==> src/rtl/data_proc_dl_pkg.sv <==
// Shared types and helpers for the HLS dataflow deadlock monitor and its counters.
package data_proc_dl_pkg;

   typedef enum logic [1:0] {
      IDLE    = 2'd0,
      SUSPECT = 2'd1,
      BLOCKED = 2'd2
   } dl_state_e;

   localparam int DL_N_AXIS = 3;
   localparam int DL_N_INST = 2;
   localparam int DL_N_SUB  = 1;
   localparam int DL_THRESH = 16;
   localparam int DL_CNT_W  = 16;
   localparam int DL_STICKY = 1;

   // Counters of up to 32 bits share this helper; callers truncate the result back to their width.
   function automatic logic [31:0] sat_inc(input logic [31:0] v, input logic [31:0] max);
      return (v >= max) ? max : v + 32'd1;
   endfunction

endpackage

==> src/rtl/data_proc_dl_sat_counter.sv <==
// Saturating up-counter with synchronous clear and load; clear beats load, load beats increment.
module data_proc_dl_sat_counter
   import data_proc_dl_pkg::*;
#(
   parameter int             W   = 16,
   parameter logic [W-1:0]   MAX = '1
) (
   input  logic         clock,
   input  logic         reset,
   input  logic         clr_i,
   input  logic         load_i,
   input  logic [W-1:0] load_val_i,
   input  logic         inc_i,
   output logic [W-1:0] cnt_o
);

   logic [W-1:0] cnt_q, cnt_d;

   always_comb begin
      cnt_d = cnt_q;
      if (clr_i) begin
         cnt_d = '0;
      end else if (load_i) begin
         cnt_d = load_val_i;
      end else if (inc_i) begin
         cnt_d = W'(sat_inc(32'(cnt_q), 32'(MAX)));
      end
   end

   always_ff @(posedge clock or negedge reset) begin
      if (!reset) begin
         cnt_q <= '0;
      end else begin
         cnt_q <= cnt_d;
      end
   end

   assign cnt_o = cnt_q;

endmodule

==> src/rtl/data_proc_hls_deadlock_monitor_v2.sv <==
// Deadlock monitor for one HLS dataflow region: filters the raw stall condition over THRESH
// cycles, then flags the block, snapshots its source and measures its duration.
module data_proc_hls_deadlock_monitor_v2
   import data_proc_dl_pkg::*;
#(
   parameter int N_AXIS = DL_N_AXIS,
   parameter int N_INST = DL_N_INST,
   parameter int N_SUB  = DL_N_SUB,
   parameter int THRESH = DL_THRESH,
   parameter int CNT_W  = DL_CNT_W,
   parameter int STICKY = DL_STICKY
) (
   input  logic                    clock,
   input  logic                    reset,
   input  logic [N_AXIS-1:0]       axis_block_sigs,
   input  logic [N_INST-1:0]       inst_idle_sigs,
   input  logic [N_INST-1:0]       inst_block_sigs,
   input  logic [N_SUB-1:0]        sub_block,
   input  logic                    clear,
   output logic                    block,
   output logic                    block_event,
   output logic [N_AXIS+N_SUB-1:0] block_src,
   output logic [CNT_W-1:0]        block_cycles
);

   localparam int             RW     = $clog2(THRESH + 1);
   localparam logic [RW-1:0]  THR_Q  = RW'(THRESH);
   localparam logic [RW-1:0]  THR_M1 = RW'(THRESH - 1);

   dl_state_e                 state_q, state_d;
   logic                      raw;
   logic                      entry;
   logic [RW-1:0]             run_cnt;
   logic                      block_q;
   logic                      event_q;
   logic [N_AXIS+N_SUB-1:0]   src_q;

   // An idle instance is never considered stuck, whatever its block flag says.
   assign raw = (|axis_block_sigs) | (|sub_block) | (|(inst_block_sigs & ~inst_idle_sigs));

   always_comb begin
      state_d = state_q;
      if (clear) begin
         state_d = IDLE;
      end else begin
         case (state_q)
            IDLE: begin
               if (raw) begin
                  state_d = (THRESH == 1) ? BLOCKED : SUSPECT;
               end
            end
            SUSPECT: begin
               if (!raw) begin
                  state_d = IDLE;
               end else if (run_cnt == THR_M1) begin
                  state_d = BLOCKED;
               end
            end
            BLOCKED: begin
               if ((STICKY == 0) && !raw) begin
                  state_d = IDLE;
               end
            end
            default: state_d = IDLE;
         endcase
      end
      entry = !clear && (state_d == BLOCKED) && (state_q != BLOCKED);
   end

   always_ff @(posedge clock or negedge reset) begin
      if (!reset) begin
         state_q <= IDLE;
         block_q <= 1'b0;
         event_q <= 1'b0;
         src_q   <= '0;
      end else begin
         state_q <= state_d;
         block_q <= (state_d == BLOCKED);
         event_q <= entry;
         if (clear) begin
            src_q <= '0;
         end else if (entry) begin
            src_q <= {sub_block, axis_block_sigs};
         end
      end
   end

   // Consecutive raw cycles; any gap or a clear restarts detection from zero.
   data_proc_dl_sat_counter #(
      .W   (RW),
      .MAX (THR_Q)
   ) u_run_cnt (
      .clock      (clock),
      .reset      (reset),
      .clr_i      (clear | ~raw),
      .load_i     (1'b0),
      .load_val_i ('0),
      .inc_i      (1'b1),
      .cnt_o      (run_cnt)
   );

   // Duration counter holds its value after a non-sticky exit until the next entry or clear.
   data_proc_dl_sat_counter #(
      .W   (CNT_W),
      .MAX ('1)
   ) u_block_cycles (
      .clock      (clock),
      .reset      (reset),
      .clr_i      (clear),
      .load_i     (entry),
      .load_val_i (CNT_W'(1)),
      .inc_i      ((state_q == BLOCKED) && (state_d == BLOCKED)),
      .cnt_o      (block_cycles)
   );

   assign block       = block_q;
   assign block_event = event_q;
   assign block_src   = src_q;

endmodule

==> config.mk <==
export PLATFORM = sky130hd
export DESIGN_NAME = data_proc_hls_deadlock_monitor_v2
export DESIGN_NICKNAME = d
export VERILOG_FILES = /design/src/rtl/data_proc_dl_pkg.sv /design/src/rtl/data_proc_dl_sat_counter.sv /design/src/rtl/data_proc_hls_deadlock_monitor_v2.sv
export SDC_FILE = /design/constraint.sdc
export NUM_CORES = 1
export LEC_CHECK = 0
export BUFFER_PORTS_ARGS = -buffer_cell sky130_fd_sc_hd__buf_2
export CORE_ASPECT_RATIO = 0.5
export CORE_MARGIN = 2
export CORE_UTILIZATION = 50
export CTS_CLUSTER_DIAMETER = 120
export DETAILED_ROUTE_END_ITERATION = 12
export GPL_ROUTABILITY_DRIVEN = 0
export PLACE_DENSITY = 0.83
export RECOVER_POWER = 25
export SLEW_MARGIN = 40
export SYNTH_ARGS = -nofsm -noshare
export SYNTH_HDL_FRONTEND = slang
export SYNTH_SLANG_ARGS = --single-unit
==> constraint.sdc <==
create_clock -name clock -period 2.11 [get_ports clock]
set_clock_uncertainty 0.15 [all_clocks]
set_input_delay 0.1055 -clock clock [delete_from_list [all_inputs] [get_ports clock]]
set_output_delay 0.1055 -clock clock [all_outputs]
set_load 0.005 [all_outputs]
==> results by group, run 1 <==
Place
  – Dpl cell area: roughly 1700 sq um
  – PortBufs: 32
  – Post-DP HPWL: about 2.2 mm
  – Dpl ws: between 0.2 and 0.3 ns

Power and ir drop
  – PwrDens: 579 nW/um^2
  – Psw: 237 uW
  – Clk pwr share: 41.9%
  – Worst vdd ir: 0.329 mV
  – Sw Share: a little over a fifth
  – Sequential power share: between 50% and 60%
  – Lkg Pwr: about 0.00090 uW
  – Cell-internal power: ~850 uW
  – Comb power frac: approximately 5.6%

Yosys
  – Distinct cells, synth: 39
  – Most common cell in the netlist: dfrtp_1
  – Synthesized area per cell: 10.7 sq um
  – Number of synthesized register bits: 29
  – Mapped Nets: approximately 160
  – Post-synth top cells: dfrtp_1, a21oi_1, xnor2_1, nand3_1
  – Post-synth ARST share: 100%
  – Synthesized instance count: 143
  – Top_reg_cell synth: dfrtp_1
  – Post-synthesis adder-cell area fraction: 2.45%
  – Proportion of synthesized area in mux cells: 0%
  – YS warnings: 0
  – Post-Synth Simple-Gate Area: 25.5%
  – Sequential element share of the synthesized area: 47.5%
  – Compound-Gate Fraction of Synth Area: between 10% and 20%
  – Yosys top cell by area: dfrtp_1
  – Combinational family with the most area after synthesis: simple AND/OR/NAND/NOR gates
  – Post-synth EDFFs: 0
  – Xor-xnor portion of the synthesized cell area: under 10%
  – Synth top area share: 47.5%
  – Post-Syn Area: between 1500 and 2000 sq um
  – Largest cells by area after synthesis: dfrtp_1, a21oi_1, xnor2_1

Final layout
  – Core Util, Final: a little over three fifths
  – Layout Nets: 200
  – Fraction of layout instances using a drive strength above 1: 28.5%
  – Design Area, Final: 1870 sq um
  – Ant. Diodes: 0
  – Synth-to-Final Area Change: 22.4%

STA
  – Setup total negative slack: 0 ns
  – Fin crit share: around nine tenths
  – Tmin final: 1.86 ns
  – Fmax: between 500 and 600 MHz
  – Hold Vio Cnt, Final: 0
  – RSZ-0062 raised after global routing: no
  – PnR worst setup slack: ~0.25 ns
  – Worst-margin pin slew: between 0.6 and 0.7 ns
  – Max Slew Vio Count: 0
  – Slew headroom: 53.4%
  – Endpoints failing setup: 0

Global routing
  – Largest net degree at the start of global routing: 30
  – Initial antenna violation count: 0
  – First-pass GRT wire length: about 5.5 mm
  – Total congestion overflow: 0
  – Tot GR Track Use: between 20% and 30%
  – Vias in the first global route: 1211

Floorplanning
  – Die Width: around 82 microns
  – Initial Utilization: 51.6%
  – Die Area: between 3000 and 4000 sq um
  – Cell Rows: 14
  – Core Box Area: 2960 sq um
  – I/O pin count: 33
  – Die height: around 43 microns

Clock network
  – TritonCTS Buffers: 5
  – Worst-path clk slew: approximately 0.06 ns
  – Clock sink count: 29
  – CTS HTree Levels: 2
  – Bufs on Longest Clock Path: 2
  – Postcts setup bufs: 0
  – Clock Tree Root: clkbuf_8
  – CTS tree: done
  – Clk_lat worst skew: between 0.2 and 0.3 ns

Drt
  – DR WL/cell: ~14 microns
  – Pre-Repair DR Iteration Count: 4
  – Routed WL: about 3.2 mm
  – DR vias: between 1000 and 1500
  – DRC: 0
  – DRT antenna net count: 0
  – Vias per inst: roughly 5.6
  – 1st-iter DRT viols: 87

Setup path
  – Startpoint Class: register
  – CP endpoint: block_src[0]
  – WP data required: approximately 2.1 ns
  – R2R setup slack: 0.25 ns
  – CP endpoint kind: register
  – Crit Path Category: register to register
  – Worst Path Max Fanout: 5
  – Register-to-Register Path Depth: 5
  – Worst EP arrival: approximately 1.9 ns
  – Crit path from: u_run_cnt.cnt_o[0]
  – Reg2reg start: u_run_cnt.cnt_o[0]
  – Worst r2r dst: block_src[0]

Flow run
  – Number of max-cap violations: 0

Worst hold path
  – HP Class: primary input to register

Status
  – Status: completed
routing by layer:
| layer | global-route usage [%] | share of wire [%] |
|---|---|---|
| met2 | 31.9 | 48 |
| met3 | 8.09 | 5.0 |
| met1 | 27.4 | 46 |
| met4 | 8.67 | 1.2 |
| met5 | 0 | 0 |
through the flow:
stage	hold WS (ns)	power [uW]	std cells
finish	0.198	1080	226
global placement	0.00762	631	213
global route	0.232	1130	226
floorplan	-0.340	605	143
CTS	0.180	1100	226
detailed placement	0.0152	632	213
layout make-up:
type                            count  area, sq um
Sequential cell                    29          726
Clock buffer                        7         86.3
Multi-Input combinational cell    103          747
Fill cell                         239         1090
Timing Repair Buffer               41          240
Inverter                            6         22.5
Tap cell                           40         50.0
placed cells by master, fill, tap and decap left out, types with 2 or more instances in the layout:
cell type	instances
inv_1	6
nand4_1	4
nor2_1	7
a31oi_1	4
nor4_2	2
nand4_2	2
dlygate4sd3_1	6
xnor2_1	9
clkbuf_8	6
nand2_1	7
a41oi_1	2
nor3_1	6
o21ai_0	4
nand3_2	2
nor4_4	2
buf_2	29
nand3_1	8
xor2_1	3
clkbuf_1	3
ha_1	3
buf_4	3
nand2b_1	3
a21oi_1	18
dfrtp_1	29
cells by family (layout without fill, tap and decap cells):
family,count (synthesis),after routing
AND/OR/NAND/NOR,53,53
AO/OA/AOI/OAI,35,35
flip-flops,29,29
XOR/XNOR,12,12
buffers and inverters,11,54
adder cells (fa/ha/maj),3,3
sequential cells by signal, summed over array words and instances, names as in the netlist:
| register | count |
|---|---|
| block_event | 1 |
| state_q | 2 |
| u_run_cnt.cnt_o | 5 |
| block_src | 4 |
| u_block_cycles.cnt_o | 16 |
| block | 1 |
power by group through the flow:
stage               Clock, uW  Sequential, uW  Combinational, uW
detailed placement          0             579               53.7
CTS                       466             569               62.1
global placement            0             578               52.7
finish                    454             569               61.1
floorplan                   0             578               27.2
global route              487             570               70.5
worst max-delay path: stages (launching register included):
cell     delay (ns)
dfrtp_1        0.38
ha_1           0.21
nand3_2        0.14
or4b_1         0.58
o21ai_0        0.19
a21oi_1        0.09
what timing repair did:
action	4_1_cts	5_1_grt
endpoints found under the hold margin	36	0
gates resized for setup	0	0
hold buffers	6	0
worst min path at each step:
| stage | start | cells after the start | slack (ns) | endpoint |
|---|---|---|---|---|
| floorplan | reset | 0 | -0.34 | block |
| global placement | reset | 1 | 0.008 | u_run_cnt.cnt_o[0] |
| detailed placement | reset | 1 | 0.02 | u_run_cnt.cnt_o[0] |
| CTS | inst_block_sigs[1] | 5 | 0.18 | state_q[1] |
| global route | inst_block_sigs[1] | 4 | 0.23 | u_run_cnt.cnt_o[4] |
| finish | inst_block_sigs[1] | 5 | 0.20 | block |
Power figures use the tool's default switching activity.
==> run 2: changes to the inputs <==
--- a/config.mk
+++ b/config.mk
@@ -14,6 +14,7 @@
 export GPL_ROUTABILITY_DRIVEN = 0
 export PLACE_DENSITY = 0.83
 export RECOVER_POWER = 25
+export REMOVE_ABC_BUFFERS = 1
 export SLEW_MARGIN = 40
 export SYNTH_ARGS = -nofsm -noshare
 export SYNTH_HDL_FRONTEND = slang
==> constraint.sdc (replaced) <==
create_clock -name clock -period 2.11 [get_ports clock]
set_clock_uncertainty 0.15 [all_clocks]
set_input_delay 0.1055 -clock clock [delete_from_list [all_inputs] [get_ports clock]]
set_output_delay 0.1055 -clock clock [all_outputs]
set_load 0.01 [all_outputs]
==> results by group, run 2 (synthesis gave the netlist of run 1 again) <==
STA
  – PnR worst setup slack: about 0.21 ns
  – Fmax: approximately 530 MHz
  – Hold Vio Cnt, Final: 0
  – Slew headroom: 52.3%
  – Setup total negative slack: 0 ns
  – Endpoints failing setup: 0
  – Max Slew Vio Count: 0
  – RSZ-0062 raised after global routing: no
  – Tmin final: about 1.9 ns
  – Worst-margin pin slew: about 0.7 ns
  – Fin crit share: between 80 and 90%

Final layout
  – Commonest non-fill, non-tap cells in the layout: dfrtp_1, buf_2, a21oi_1, xnor2_1, nand3_1
  – Fill cells: roughly 230
  – Non-Filler Instances: roughly 230
  – Most common cell after layout, fill and taps aside: dfrtp_1
  – Fraction of layout instances using a drive strength above 1: about a quarter
  – Max FFs per register: 16
  – Synth-to-Final Area Change: 24.1%
  – Layout Nets: 200
  – Ant. Diodes: 0

Setup path
  – Crit Path Category: register to register
  – R2R setup slack: about 0.21 ns
  – Max incr delay on CP: between 0.5 and 0.6 ns
  – Crit path max-delay family: simple AND/OR/NAND/NOR gates
  – Slowest CP cell: or4b_1
  – CP endpoint kind: register
  – CP bufs+invs: 0
  – Worst EP arrival: ~1.9 ns
  – Worst path cell trace: ha_1 -> nand3_2 -> or4b_1 -> o21ai_0 -> a21oi_1
  – Startpoint Class: register
  – Worst Path Max Fanout: 5
  – WP data required: approximately 2.1 ns

Clock network
  – Bufs on Longest Clock Path: 2
  – Postcts setup bufs: 0
  – TritonCTS Buffers: 5
  – CTS tree: done
  – PostCTS Resize Cnt: 0
  – Hold_buf cts: 6
  – CTS HTree Levels: 2
  – Clock Tree Root: clkbuf_8
  – Clock sink count: 29
  – Worst-path clk slew: roughly 0.060 ns
  – Clk_lat worst skew: around 0.28 ns

Power and ir drop
  – Worst vdd ir: 0.323 mV
  – Lkg Pwr: ~0.0009 uW
  – Power Total: about 1200 uW
  – PwrDens: 648 nW/um^2

Floorplanning
  – I/O pin count: 33
  – Initial Utilization: between 50% and 60%
  – Core Box Area: ~3000 sq um
  – Die Width: just over 80 microns
  – Die height: between 40 and 50 microns
  – Die Area: approximately 3500 sq um
  – Cell Rows: 14

Place
  – Dpl ws: roughly 0.22 ns
  – Dpl cells: 213
  – Post-DP HPWL: around 2.2 mm
  – PortBufs: 32

Status
  – Status: completed

Drt
  – Pre-Repair DR Iteration Count: 4
  – 1st-iter DRT viols: 85
  – Vias per inst: about 5.5
  – DRT antenna net count: 0
  – DR WL/cell: between 10 and 15 microns
  – Routed WL: 3.17 mm
  – DR vias: about 1200
  – DRC: 0

Global routing
  – Largest net degree at the start of global routing: 30
  – Vias in the first global route: roughly 1200
  – Initial antenna violation count: 0
  – Tot GR Track Use: 20.8%
  – Total congestion overflow: 0
  – First-pass GRT wire length: 5.43 mm

Worst hold path
  – HP Class: primary input to register

Flow run
  – Number of max-cap violations: 0
-- run 2: cell count changes in the layout (fill, tap and decap cells not counted), sizes merged --
cell / change
buf: -4
bufinv: +1
clkbuf: +4
-- run 2: stage by stage --
stage	cell area (sq um)	util (%)	hold WS, ns
after global routing	1900	64.1	0.221
final	1900	64.1	0.191
after CTS	1900	64.3	0.180
after floorplan	1500	-	-0.340
after global placement	1730	58.4	0.00689
after detailed placement	1730	58.4	0.0162
-- run 2: power by group --
part           total (uW)  switching, uW  internal [uW]
Clock                 598            213            385
Sequential            570           7.32            562
Combinational        61.0           33.9           27.1
Total                1230            255            974
-- run 2: path summary, 6_finish.rpt --
check | from | end | cells after the start
setup / recovery | u_run_cnt.cnt_o[0] | block_src[0] | 5
hold / removal | inst_block_sigs[1] | block | 5
setup reg to reg | u_run_cnt.cnt_o[0] | block_src[0] | 5
hold reg to reg | u_run_cnt.cnt_o[0] | u_run_cnt.cnt_o[0] | 1
max in group asynchronous | reset | u_block_cycles.cnt_o[6] | 2
min in group asynchronous | reset | block_src[3] | 2
-- run 2: cell type report --
cell class	instances	area, sq um	share of cell area [%]
sequential	29	726	38.3
clock buffer	7	86.3	4.55
inverter	6	22.5	1.19
timing repair buffer	41	235	12.4
tap	40	50.0	2.64
multi-input combinational	103	747	39.4
clock inverter	1	30.0	1.58
-- run 2: per-layer routing --
metal,global-route usage [%],part of all wire [%],vias to the layer above
li1,-,-,606
met1,26.3,45,610
met2,33.9,49,25
met3,5.74,4.0,5
met4,8.00,1.3,0
met5,0,0,-
-- run 2: worst min-delay path, cell delays in order --
cell,delay [ns]
buf_2,0.08
nand2b_1,0.08
nand3_1,0.10
nand2_1,0.10
a21oi_1,0.13
==> run 3: changes to the inputs <==
--- a/config.mk
+++ b/config.mk
@@ -12,10 +12,11 @@
 export CTS_CLUSTER_DIAMETER = 120
 export DETAILED_ROUTE_END_ITERATION = 12
 export GPL_ROUTABILITY_DRIVEN = 0
-export PLACE_DENSITY = 0.83
+export PLACE_DENSITY = 0.85
 export RECOVER_POWER = 25
 export REMOVE_ABC_BUFFERS = 1
 export SLEW_MARGIN = 40
 export SYNTH_ARGS = -nofsm -noshare
 export SYNTH_HDL_FRONTEND = slang
+export SYNTH_HIERARCHICAL = 1
 export SYNTH_SLANG_ARGS = --single-unit
==> constraint.sdc (replaced) <==
create_clock -name clock -period 1.6 [get_ports clock]
set_clock_uncertainty 0.15 [all_clocks]
set_input_delay 0.08 -clock clock [delete_from_list [all_inputs] [get_ports clock]]
set_output_delay 0.08 -clock clock [all_outputs]
set_load 0.01 [all_outputs]
==> results by group, run 3 <==
Status
  – Status: finished, violations left
  – Failing checks: negative setup slack

Yosys
  – Post-synth EDFFs: 0
  – Yosys top cell by area: dfrtp_1
  – Post-Syn Area: between 1500 and 2000 sq um
  – Distinct cells, synth: 46
  – Post-synth top cells: dfrtp_1, o21ai_0, nand2_1, a21oi_1, nor2b_1
  – Top_reg_cell synth: dfrtp_1
  – Number of synthesized register bits: 29
  – Most common cell in the netlist: dfrtp_1
  – Sequential element share of the synthesized area: approximately two fifths
  – Synthesized instance count: 190
  – Synthesized area per cell: 9.41 sq um
  – Synth top area share: roughly 41%
  – Post-synth ARST share: 100%
  – YS warnings: 6
  – Largest cells by area after synthesis: dfrtp_1, o21ai_0, nor2b_1

Setup path
  – Max incr delay on CP: about 0.40 ns
  – Crit Path Category: register to register
  – CP endpoint: u_block_cycles/cnt_o[12]
  – CP bufs+invs: 3
  – Worst r2r dst: u_block_cycles/cnt_o[12]
  – Reg2reg start: state_q[1]
  – Startpoint Class: register
  – Worst path cell trace: nor4b_2 -> buf_4 -> o311ai_4 -> inv_2 -> inv_1 -> nand2_2 -> a21oi_1 -> a21o_1 -> a22o_1
  – R2R setup slack: -0.51 ns
  – Register-to-Register Path Depth: 9
  – Worst Path Max Fanout: 5
  – Crit path max-delay family: compound AO/OA/AOI/OAI gates
  – Slowest CP cell: dfrtp_1
  – CP Depth: 9
  – Crit path from: state_q[1]
  – WP data required: approximately 1.6 ns
  – CP endpoint kind: register
  – Worst EP arrival: 2.13 ns

Power and ir drop
  – Lkg Pwr: 0.00140 uW
  – Comb power frac: a little under an eighth
  – Sequential power share: around 48%
  – Psw: between 400 and 500 uW
  – Clk pwr share: 40.2%
  – Power Total: 1570 uW
  – Worst vdd ir: a little under 0.6 mV
  – Cell-internal power: between 1000 and 1500 uW
  – PwrDens: about 560 nW/um^2
  – Sw Share: between 20% and 30%

Flow run
  – Number of max-cap violations: 0

STA
  – PnR worst setup slack: -0.513 ns
  – Worst-margin pin slew: between 0.7 and 0.8 ns
  – RSZ-0062 raised after global routing: yes
  – Max Slew Vio Count: 0
  – Slew headroom: approximately 50%
  – Endpoints failing setup: 20
  – Tmin final: about 2.1 ns
  – Hold Vio Cnt, Final: 0
  – Fin crit share: 132%
  – Fmax: 473 MHz

Global routing
  – Initial antenna violation count: 0
  – GRT busiest layer: met2
  – First-pass GRT wire length: ~9.5 mm
  – Largest net degree at the start of global routing: 30
  – Total congestion overflow: 0
  – Vias in the first global route: 1938
  – Met3 global-route usage: about 7.0%
  – Met2 Use GR: between 50% and 60%
  – GRT met1 Usage: 39.0%
  – Tot GR Track Use: a little under a third

Drt
  – Vias per inst: 6.27
  – DRC: 0
  – Routed WL: 7.27 mm
  – DR WL/cell: about 20 microns
  – DR vias: 2288
  – DRT antenna net count: 0
  – Pre-Repair DR Iteration Count: 6
  – 1st-iter DRT viols: around 340

Floorplanning
  – Initial Utilization: 52.1%
  – Die Area: slightly above 4000 sq um
  – Die Width: between 80 and 90 microns
  – Die height: between 40 and 50 microns
  – Cell Rows: 15
  – I/O pin count: 33
  – Core Box Area: roughly 3400 sq um

Final layout
  – Most common cell after layout, fill and taps aside: buf_4
  – Synth-to-Final Area Change: 56.1%
  – Layout Nets: 328
  – Non-Filler Instances: ~370
  – Core Util, Final: between 80% and 90%
  – Design Area, Final: 2790 sq um
  – Max FFs per register: 16
  – Fraction of layout instances using a drive strength above 1: 40.4%
  – Fill cells: 174
  – Commonest non-fill, non-tap cells in the layout: buf_4, conb_1, dfrtp_1, buf_2, o21ai_1
  – Ant. Diodes: 0

Clock network
  – Bufs on Longest Clock Path: 2
  – Clock sink count: 29
  – TritonCTS Buffers: 5
  – Worst-path clk slew: 0.07 ns
  – CTS tree: done
  – Clock Tree Root: clkbuf_8
  – Clk_lat worst skew: slightly below 0.3 ns
  – CTS HTree Levels: 2

Place
  – Dpl cell area: 2410 sq um
  – Post-DP HPWL: roughly 3.5 mm
  – Dpl ws: -0.705 ns
  – PortBufs: 32
  – Dpl cells: 341

Worst hold path
  – HP Class: primary input to register
[run 3: changes by cell type in the layout (fill, tap and decap cells not counted), sizes merged, moves of 9 or more]
cell | before | now
buf | 28 | 79
conb | 0 | 32
nor2b | 1 | 11
o21ai | 5 | 28
xnor2 | 9 | 0
[run 3: stage by stage]
step                setup TNS, ns  hold slack [ns]
global route                -9.10            0.125
global placement            -9.95         -0.00960
detailed placement         -10.99        -0.000865
floorplan                  -11.53           -0.366
finish                      -7.26            0.110
CTS                         -5.74           0.0970
[run 3: routing by layer]
layer / part of all wire (%) / vias up
met4: 7.3 / 0
met3: 12 / 80
li1: - / 925
met5: 0 / -
met2: 44 / 232
met1: 37 / 1051
[run 3: what timing repair did]
action | 4_1_cts | 5_1_grt
endpoints found under the setup margin | 20 | 22
gates cloned | 0 | 1
endpoints found under the hold margin | 33 | 0
pin swaps | 8 | 4
buffers inserted | 6 | 5
hold buffers | 5 | 0
gates resized for setup | 31 | 17
[run 3: cell type report]
class | count | area, sq um | share of cell area, %
Sequential cell | 29 | 726 | 26.0
Tap cell | 51 | 63.8 | 2.29
Multi-Input combinational cell | 179 | 1250 | 44.8
Clock buffer | 7 | 86.3 | 3.09
Timing Repair Buffer | 91 | 634 | 22.7
Inverter | 8 | 30.0 | 1.08
[run 3: how the worst min path moves through the flow]
| stage | from | to | slack (ns) | depth (start not counted) |
|---|---|---|---|---|
| 2_1_floorplan | reset | block | -0.37 | 0 |
| 3_3_place_gp | reset | u_run_cnt/cnt_o[1] | -0.01 | 1 |
| 3_5_place_dp | reset | u_run_cnt/cnt_o[1] | -0.0009 | 1 |
| 4_1_cts | sub_block | block_event | 0.1 | 4 |
| 5_1_grt | clear | block_event | 0.12 | 5 |
| 6_report | clear | block_event | 0.11 | 5 |
[run 3: power by group through the flow]
stage | clock network, uW | logic [uW] | registers [uW]
after CTS | 618 | 160 | 750
after detailed placement | 0 | 138 | 763
final | 630 | 185 | 753
after global routing | 667 | 201 | 754
after global placement | 0 | 130 | 763
after floorplan | 0 | 63.1 | 768
[run 3: tightest hold or removal path: cells and delay by family]
family                 cells  cell delay [ns]
AOI/OAI and AO/OA          1             0.06
buffers and inverters      3             0.31
and+or+nand+nor            1             0.05
[run 3: cell families (layout without fill, tap and decap cells)]
logic type               count (synthesis)  in the layout  synth area share (%)
AND/OR/NAND/NOR                         70             70                  24.4
AO/OA/AOI/OAI                           69             70                  26.5
flip-flops                              29             29                  40.6
buffers and inverters                   13            106                  3.50
multiplexers                             4              4                  2.52
adder cells (fa/ha/maj)                  3              3                  2.10
other                                    2             32                 0.420
